--- src/rtl/adc_capture_sequencer.sv ---
// Run-level sequencer for the ADC packetiser: arm/trigger, capture enable, frame counting, gap, watchdog.
// All outputs registered (1-cycle latency from inputs); observes stream backpressure only by snooping tvalid/tready.
module adc_capture_sequencer #(
   parameter int GAP_W = 16,
   parameter int TMO_W = 24,
   parameter int FRM_W = 16
) (
   input  logic             clk_i,
   input  logic             reset_ni,
   input  logic             start_i,
   input  logic             abort_i,
   input  logic             trig_i,
   input  logic             cfg_trig_en_i,
   input  logic [FRM_W-1:0] cfg_frames_i,
   input  logic [31:0]      cfg_length_i,
   input  logic [GAP_W-1:0] cfg_gap_i,
   input  logic [TMO_W-1:0] cfg_tmo_i,
   input  logic             mon_tvalid_i,
   input  logic             mon_tready_i,
   input  logic             mon_tlast_i,
   output logic             adc_capture_en_o,
   output logic [31:0]      length_o,
   output logic             busy_o,
   output logic             done_o,
   output logic             timeout_o,
   output logic [FRM_W-1:0] frame_cnt_o
);

   typedef enum logic [2:0] {IDLE, ARM, CAPTURE, GAP, DONE} state_t;

   state_t           state, state_nxt;
   logic             beat, eop, trig_prev, trig_edge, wd_fire, last_frame;
   logic             en_nxt, busy_nxt, done_nxt;
   logic             trig_en;
   logic [FRM_W-1:0] frames, cnt_inc;
   logic [GAP_W-1:0] gap, gap_cnt;
   logic [TMO_W-1:0] tmo, wd_cnt;

   assign beat       = mon_tvalid_i & mon_tready_i;
   assign eop        = beat & mon_tlast_i;
   assign trig_edge  = trig_i & ~trig_prev;
   assign cnt_inc    = (frame_cnt_o == '1) ? frame_cnt_o : frame_cnt_o + FRM_W'(1);
   assign last_frame = (cnt_inc == frames);
   assign wd_fire    = (tmo != '0) && !beat && (wd_cnt == tmo - TMO_W'(1));

   always_ff @(posedge clk_i or negedge reset_ni) begin
      if (!reset_ni) state <= IDLE;
      else           state <= state_nxt;
   end

   always_comb begin
      state_nxt = state;
      if (state != IDLE && abort_i) begin
         state_nxt = IDLE;
      end else begin
         case (state)
            IDLE:    if (start_i) state_nxt = ARM;
            ARM:     if (!trig_en || trig_edge) state_nxt = CAPTURE;
            CAPTURE: begin
               if (wd_fire)  state_nxt = IDLE;
               else if (eop) state_nxt = last_frame ? DONE : ((gap == '0) ? ARM : GAP);
            end
            GAP:     if (gap_cnt == gap - GAP_W'(1)) state_nxt = ARM;
            DONE:    state_nxt = IDLE;
            default: state_nxt = IDLE;
         endcase
      end
   end

   // Enable is held only until the first beat of a frame so the packetiser cannot re-arm after tlast.
   always_comb begin
      en_nxt = 1'b0;
      if (state == ARM)          en_nxt = (state_nxt == CAPTURE);
      else if (state == CAPTURE) en_nxt = adc_capture_en_o && !beat && (state_nxt == CAPTURE);
      busy_nxt = (state_nxt != IDLE);
      done_nxt = (state_nxt == DONE);
   end

   always_ff @(posedge clk_i or negedge reset_ni) begin
      if (!reset_ni) begin
         adc_capture_en_o <= 1'b0;
         length_o         <= '0;
         busy_o           <= 1'b0;
         done_o           <= 1'b0;
         timeout_o        <= 1'b0;
         frame_cnt_o      <= '0;
         trig_prev        <= 1'b1;
         trig_en          <= 1'b0;
         frames           <= '0;
         gap              <= '0;
         tmo              <= '0;
         gap_cnt          <= '0;
         wd_cnt           <= '0;
      end else begin
         adc_capture_en_o <= en_nxt;
         busy_o           <= busy_nxt;
         done_o           <= done_nxt;
         trig_prev        <= trig_i;
         gap_cnt          <= (state == GAP) ? gap_cnt + GAP_W'(1) : '0;
         wd_cnt           <= (state == CAPTURE && !beat) ? wd_cnt + TMO_W'(1) : '0;
         if (state == IDLE && start_i) begin
            frames      <= (cfg_frames_i == '0) ? FRM_W'(1) : cfg_frames_i;
            length_o    <= cfg_length_i;
            gap         <= cfg_gap_i;
            tmo         <= cfg_tmo_i;
            trig_en     <= cfg_trig_en_i;
            frame_cnt_o <= '0;
            timeout_o   <= 1'b0;
         end else if (state == CAPTURE && !abort_i) begin
            if (wd_fire)  timeout_o   <= 1'b1;
            else if (eop) frame_cnt_o <= cnt_inc;
         end
      end
   end

endmodule

--- config.mk ---
export PLATFORM = sky130hd
export DESIGN_NAME = adc_capture_sequencer
export DESIGN_NICKNAME = d
export VERILOG_FILES = /design/src/rtl/adc_capture_sequencer.sv
export SDC_FILE = /design/constraint.sdc
export NUM_CORES = 1
export LEC_CHECK = 0
export CAP_MARGIN = 10
export CORE_ASPECT_RATIO = 0.6
export CORE_MARGIN = 4
export CORE_UTILIZATION = 50
export DETAILED_ROUTE_END_ITERATION = 7
export GPL_ROUTABILITY_DRIVEN = 0
export MAX_ROUTING_LAYER = met4
export PLACE_DENSITY = 0.76
export SYNTH_ARGS = -nofsm -noshare
export SYNTH_HDL_FRONTEND = slang
export SYNTH_SLANG_ARGS = --single-unit
--- constraint.sdc ---
create_clock -name clk_i -period 4.1 [get_ports clk_i]
set_input_delay 0.41 -clock clk_i [delete_from_list [all_inputs] [get_ports clk_i]]
set_output_delay 0.41 -clock clk_i [all_outputs]
set_load 0.005 [all_outputs]
==> results by group, run 1 <==
Setup path
  – Number of cells on the worst reg-to-reg path: 10
  – Crit end category: flip-flop
  – Crit Path Max Fanout: 9
  – Crit-path cells: ha_1 -> nand3_1 -> nor4_1 -> xnor2_1 -> mux2i_1 -> nor3_1 -> nor4bb_1 -> nand4_1 -> a31oi_4 -> o211ai_1
  – WS Path Type: reg2reg
  – CP required: between 4 and 5 ns
  – Slowest stage cell, crit path: nor4_1
  – Worst Path Arrival: 3.68 ns
  – CP Launch Type: flip-flop
  – Max incr delay on CP: 0.63 ns

Placement
  – PortBufs: around 150
  – Hpwl dp: 15,500 um
  – Area after DPL: approximately 0.01 mm2
  – Pre-CTS setup slack: 0.816 ns

Yosys
  – Synth Flop Type: dfrtp_1
  – FF+latch count, synth: 153
  – Synth async-reset ratio: 1.00
  – Yosys top cell area share: 0.455
  – Mapped Area: approximately 0.0084 mm2
  – Mapped Cells: approximately 800
  – Synth unique cells: 68
  – Post-synth EDFFs: 0
  – Synth top area cells: dfrtp_1 (46%), mux2_2 (11%), xor2_1 (5.1%)
  – Net Count, Synth: 920
  – Synth area leader: dfrtp_1
  – Register area share after synthesis: 0.458
  – Synth Warn #: 0
  – Mapped Avg Cell Area: between 10 and 15 um2

STA
  – Final Hold Viols: 0
  – Slew headroom: 0.423
  – Worst-Margin Slew: 0.865 ns
  – Setup TNS: 0 ns
  – Fin Clk Skew: a little over 0.01 ns
  – Final worst-path cycle share: 0.827
  – Max Slew Vio Count: 0
  – Final setup viols: 0
  – RSZ-0062 raised after global routing: no
  – Final setup margin: between 0.7 and 0.8 ns
  – Tmin final: about 3.4 ns
  – Worst hold slack: roughly 0.053 ns
  – Peak Freq: between 0.2 and 0.3 GHz

Die
  – Core Region: ~0.016 mm2
  – Die area: 0.0189 mm2
  – Chip Height: 108 um
  – Die width: 175 um
  – Starting Density: 0.513
  – Top Ports: around 150
  – Row cnt: 36

Detailed routing
  – Wirelength per Cell: ~18 um
  – Residual DRC: 0
  – Remaining antenna violation count: 0
  – Drt first pass iters: 5
  – DRT Wirelength: ~21,000 um
  – Vias after detailed routing: approximately 6,800
  – Routed vias/inst: approximately 5.7
  – Starting DRT DRC Count: 690

Power
  – VDD IR max: approximately 0.35 mV
  – Power Density: 595 mW/mm2
  – Int Power: ~4.2 mW
  – Seq pwr share: 0.397
  – Clock power share: 0.264
  – Net switching power: approximately 2.1 mW
  – Net Sw Frac: 0.331
  – Comb pwr share: 0.339
  – P_leak: roughly 4.2 nW

Clock tree
  – CTS Hold Bufs: 0
  – CTS resizes: 0
  – CTS tree: done
  – H-tree levels: 4
  – Setup Buffers After CTS: 0
  – Clock slew at reported path FFs: approximately 0.06 ns
  – Sinks on Clock Net: ~150
  – Root buffer cell: clkbuf_16
  – CTS Buf Count: 17
  – Clock tree buffer depth: 2
  – Worst skew pair latency: around 0.43 ns

Job
  – Max_cap viols: 0

Global route
  – Grt met3 use: 0.0681
  – Largest net degree at the start of global routing: 94
  – Grt met1 use: 0.358
  – Grt peak-use layer: met1
  – Global Route Usage Sum: 0.237
  – First-pass GRT wire length: around 35,000 um
  – Grt ovf: 0
  – Grt met2 use: 0.310
  – Vias in the first global route: approximately 6,500
  – Initial antenna violation count: 0

Finish
  – Fin area: around 0.011 mm2
  – P&R area growth vs syn: 27.4%
  – # nets final: approximately 1,100
  – # diodes: 0
  – Share of cells above drive strength 1: 0.143

Worst hold path
  – Hold crit path type: in2async

Status
  – Run status: complete, no violations
-- worst paths after layout --
check                      slack, ns             end           start
setup / recovery                0.71          busy_o  frame_cnt_o[0]
hold / removal                  0.05         tmo[10]        reset_ni
setup reg to reg                0.71          busy_o  frame_cnt_o[0]
hold reg to reg                 0.50         trig_en         trig_en
max in group asynchronous       3.23  frame_cnt_o[0]        reset_ni
min in group clk_i              0.44       trig_prev          trig_i
-- placed cells by master (no fill, tap or decap), drive strengths merged, types with 4 or more instances in the layout --
cell type,instances
nand2b,5
dfrtp,152
nor3b,4
mux2i,9
bufinv,4
and3,15
o21ai,39
nor4b,5
or2,4
nor4,14
o31ai,6
xnor2,48
clkdlybuf4s50,147
o2111ai,4
or3,6
nor2,80
mux2,83
or4,6
nor3,27
ha,6
nand2,48
nand4,18
a31oi,5
and4,11
buf,8
and2,6
clkinvlp,4
a21oi,21
inv,13
xor2,49
nand3,39
a311oi,5
clkbuf,20
-- metal layers --
layer	wire, um	part of all wire	vias to the layer above
li1	-	-	3219
met1	10600	0.50	3226
met2	8450	0.40	292
met3	1970	0.093	29
met4	216	0.010	0
met5	0	0	-
-- cell usage after synthesis, drive strengths merged, types with 2 or more instances --
library cell / number
a21o: 3
a21oi: 21
a22oi: 2
a2bb2oi: 3
a311oi: 5
a31oi: 5
and2: 6
and3: 15
and4: 11
buf: 5
clkbuf: 39
dfrtp: 152
ha: 6
inv: 13
mux2: 83
mux2i: 9
nand2: 48
nand2b: 5
nand3: 39
nand3b: 2
nand4: 18
nand4b: 2
nor2: 80
nor2b: 3
nor3: 27
nor3b: 4
nor4: 14
nor4b: 5
o2111a: 3
o2111ai: 4
o211ai: 2
o21ai: 39
o22ai: 3
o31ai: 6
o41ai: 3
or2: 4
or3: 6
or4: 6
xnor2: 48
xor2: 49
-- worst max-delay path: cells and delay by family (launching register included) --
family / cells / cell delay [ns]
mux: 1 / 0.13
xor+xnor: 1 / 0.21
flops: 1 / 0.50
fa+ha+maj: 1 / 0.32
simple gates: 5 / 1.79
compound gates: 2 / 0.33
-- kinds of logic (layout without fill, tap and decap cells) --
family	count (synthesis)	after routing	synth area share
multiplexers	92	92	0.123
AO/OA/AOI/OAI	113	113	0.0903
adder cells (fa/ha/maj)	6	6	0.00898
flip-flops	153	153	0.458
buffers and inverters	57	199	0.0262
XOR/XNOR	97	97	0.102
AND/OR/NAND/NOR	299	299	0.192
-- power by group through the flow --
stage	clock network (mW)	registers, mW	logic (mW)
5_1_grt	1.77	2.59	2.34
6_report	1.67	2.51	2.15
4_1_cts	1.70	2.51	2.16
3_5_place_dp	0	2.53	2.14
2_1_floorplan	0	2.35	1.42
3_3_place_gp	0	2.51	2.11
-- metrics by stage --
step | utilization | power [mW] | std cells
5_1_grt | 0.653 | 6.71 | 1187
3_5_place_dp | 0.615 | 4.66 | 1156
2_1_floorplan | - | 3.77 | 817
6_report | 0.653 | 6.33 | 1187
3_3_place_gp | 0.615 | 4.62 | 1156
4_1_cts | 0.653 | 6.37 | 1187
-- flip-flops by register name, summed over array words and instances (netlist names) --
name and flops:
frames 16, trig_en 1, done_o 1, gap_cnt 16, busy_o 1, length_o 32, state 3, trig_prev 1
frame_cnt_o 16, tmo 24, adc_capture_en_o 1, gap 16, wd_cnt 24, timeout_o 1
-- area by class of cell --
| type | instances | area (um2) |
|---|---|---|
| Multi-Input combinational cell | 607 | 4320 |
| Clock buffer | 20 | 447 |
| Inverter | 13 | 48.8 |
| Sequential cell | 153 | 3830 |
| Timing Repair Buffer | 155 | 1550 |
| Fill cell | 1274 | 5660 |
| Tap cell | 228 | 285 |
| Clock inverter | 11 | 173 |
Note: power is estimated with default switching activity, not from simulation.
==> run 2: changes to the inputs <==
CORE_UTILIZATION = 48   (was 50)
PLACE_DENSITY = 0.77   (was 0.76)
clock period = 3 ns   (was 4.1 ns; I/O delays follow)
==> run 2 against run 1 <==
  * Clock power is 35% higher
  * Combinational power rose by 48%
  * Setup slack got worse by 0.68 ns
  * Flip-flop and latch count did not move
  * Cell count up 4.3%
==> results by group, run 2 (synthesized netlist as in run 1, its figures left out) <==
Status
  – Run status: complete, no violations (unchanged)

Power
  – Seq pwr share: 0.383 (was 0.397)
  – VDD IR max: 0.484 mV (was 0.355 mV)
  – Net Sw Frac: 0.335 (was 0.331)
  – Comb pwr share: 0.361 (was 0.339)
  – Power Density: 798 mW/mm2 (was 595 mW/mm2)
  – P_leak: 4.44 nW (was 4.19 nW)
  – Final Power: 8.82 mW (was 6.33 mW)
  – Int Power: 5.87 mW (was 4.24 mW)
  – Net switching power: 2.95 mW (was 2.10 mW)
  – Clock power share: 0.256 (was 0.264)

Finish
  – Finished Layout Cells: 1,238 (was 1,187)
  – Max FFs per register: 32 (unchanged)
  – Most frequent cells in the layout: dfrtp_1 (151), clkdlybuf4s50_1 (147), mux2_2 (83), nor2_1 (79) (was dfrtp_1 (152), clkdlybuf4s50_1 (147), mux2_2 (83), nor2_1 (79), xor2_1 (49))
  – Reg with most FFs: length_o (unchanged)
  – Largest regs: length_o x32, tmo x24, wd_cnt x24 (unchanged)
  – Commonest non-fill, non-tap cell in the layout: dfrtp_1 (unchanged)
  – # diodes: 0 (unchanged)
  – # nets final: 1,094 (was 1,050)
  – Share of cells above drive strength 1: 0.195 (was 0.143)
  – Core Util, Final: 0.646 (was 0.653)
  – P&R area growth vs syn: 32.3% (was 27.4%)
  – Fillers: 1,349 (was 1,274)

Clock tree
  – Sinks on Clock Net: 153 (unchanged)
  – Clock tree buffer depth: 2 (unchanged)
  – CTS Buf Count: 17 (unchanged)
  – Root buffer cell: clkbuf_16 (unchanged)
  – CTS tree: done (unchanged)
  – H-tree levels: 4 (unchanged)
  – Clock slew at reported path FFs: 0.07 ns (was 0.06 ns)
  – Worst skew pair latency: 0.42 ns (was 0.43 ns)

Setup path
  – Worst Path Arrival: 3.26 ns (was 3.68 ns)
  – Max incr delay on CP: 0.60 ns (was 0.63 ns)
  – Crit end category: flip-flop (unchanged)
  – CP required: 3.29 ns (was 4.39 ns)
  – Most used cell, CP: or4_4
  – Buf+Inv Stages, Crit Path: 1 (was 0)
  – WS Path Type: reg2reg (unchanged)
  – CP Launch Type: flip-flop (unchanged)
  – Crit-path cells: or4_4 -> nor3_4 -> buf_4 -> nand4_1 -> a311oi_1 -> o22ai_1 -> or4_4 -> a31oi_4 -> o211ai_1 (was ha_1 -> nand3_1 -> nor4_1 -> xnor2_1 -> mux2i_1 -> nor3_1 -> nor4bb_1 -> nand4_1 -> a31oi_4 -> o211ai_1)
  – Slowest stage cell, crit path: or4_4 (was nor4_1)
  – Crit path max-delay family: simple AND/OR/NAND/NOR gates (unchanged)
  – Crit Path Max Fanout: 6 (was 9)

Die
  – Chip Height: 110 um (was 108 um)
  – Top Ports: 149 (unchanged)
  – Die width: 178 um (was 175 um)
  – Die area: 0.0197 mm2 (was 0.0189 mm2)
  – Core Region: 0.0171 mm2 (was 0.0163 mm2)
  – Row cnt: 37 (was 36)
  – Starting Density: 0.488 (was 0.513)

Global route
  – Vias in the first global route: 6,769 (was 6,455)
  – Largest net degree at the start of global routing: 69 (was 94)
  – Grt ovf: 0 (unchanged)
  – First-pass GRT wire length: 35,300 um (was 34,600 um)
  – Initial antenna violation count: 0 (unchanged)
  – Global Route Usage Sum: 0.233 (was 0.237)

Placement
  – DP Cell Count: 1,201 (was 1,156)
  – PortBufs: 148 (unchanged)
  – Hpwl dp: 16,500 um (was 15,500 um)
  – Pre-CTS setup slack: 0.0309 ns (was 0.816 ns)

STA
  – Final worst-path cycle share: 0.990 (was 0.827)
  – Setup TNS: 0 ns (unchanged)
  – Fin Clk Skew: 0.00995 ns (was 0.0102 ns)
  – Final setup margin: 0.0290 ns (was 0.709 ns)
  – Final setup viols: 0 (unchanged)
  – Peak Freq: 0.337 GHz (was 0.295 GHz)
  – Max Slew Vio Count: 0 (unchanged)
  – Final Hold Viols: 0 (unchanged)
  – Worst-Margin Slew: 0.761 ns (was 0.865 ns)
  – Tmin final: 2.97 ns (was 3.39 ns)
  – Slew headroom: 0.491 (was 0.423)

Job
  – Max_cap viols: 0 (unchanged)

Detailed routing
  – Starting DRT DRC Count: 620 (was 690)
  – Routed vias/inst: 5.76 (was 5.70)
  – Residual DRC: 0 (unchanged)
  – Remaining antenna violation count: 0 (unchanged)
  – Vias after detailed routing: 7,131 (was 6,766)
  – Drt first pass iters: 7 (was 5)
  – Wirelength per Cell: 17.8 um (was 17.9 um)
  – DRT Wirelength: 22,100 um (was 21,200 um)

Worst hold path
  – Hold crit path type: in2reg (was in2async)
## run 2: cell count changes in the layout (fill, tap and decap cells not counted), sizes merged
cell	previous run	this run
buf	8	51
clkinv	3	5
inv	13	15
bufinv	4	3
clkbuf	20	19
clkinvlp	4	3
dlygate4sd3	0	1
## run 2: per-stage QoR
stage | hold WS (ns) | area, um2
after floorplan | 0.00441 | 8360
after global placement | 0.333 | 10300
after detailed placement | 0.345 | 10300
after CTS | 0.352 | 11000
after global routing | 0.357 | 11100
final | 0.359 | 11100
## run 2: area by class of cell
cell class | count | area, um2 | share of cell area
Multi-Input combinational cell | 607 | 4390 | 0.397
Sequential cell | 153 | 3830 | 0.346
Timing Repair Buffer | 199 | 1880 | 0.170
Clock buffer | 19 | 453 | 0.0410
Tap cell | 234 | 293 | 0.0265
Clock inverter | 13 | 166 | 0.0150
Inverter | 13 | 48.8 | 0.00441
## run 2: per-layer routing
layer | routed length (um) | vias to the layer above | track usage | share of wire
met5 | 0 | - | - | 0
met3 | 2280 | 37 | 0.0685 | 0.10
met1 | 10300 | 3463 | 0.336 | 0.47
met2 | 9210 | 342 | 0.330 | 0.42
met4 | 270 | 0 | 0.0460 | 0.012
li1 | - | 3289 | - | -
## run 2: path summary, 6_finish.rpt
check,end,from,slack [ns],cells past startpoint
max,busy_o,tmo[8],0.03,9
min,trig_prev,trig_i,0.36,1
min reg2reg,length_o[26],length_o[26],0.50,1
max reg2reg,busy_o,tmo[8],0.03,9
min in group asynchronous,tmo[12],reset_ni,0.45,2
max in group asynchronous,trig_prev,reset_ni,1.77,3
## run 2: timing repair
action	4_1_cts	5_1_grt
hold buffers	1	0
endpoints found under the setup margin	1	5
pin swaps	3	13
hold endpoints to repair	65	0
buffers inserted	0	4
gates cloned	0	0
gates resized for setup	2	15
## run 2: power by group through the flow
stage / Combinational [mW] / Sequential, mW / Clock (mW)
2_1_floorplan: 1.94 / 3.22 / 0
3_3_place_gp: 3.04 / 3.34 / 0
3_5_place_dp: 3.10 / 3.37 / 0
4_1_cts: 3.14 / 3.35 / 2.30
5_1_grt: 3.49 / 3.47 / 2.38
6_report: 3.19 / 3.38 / 2.26
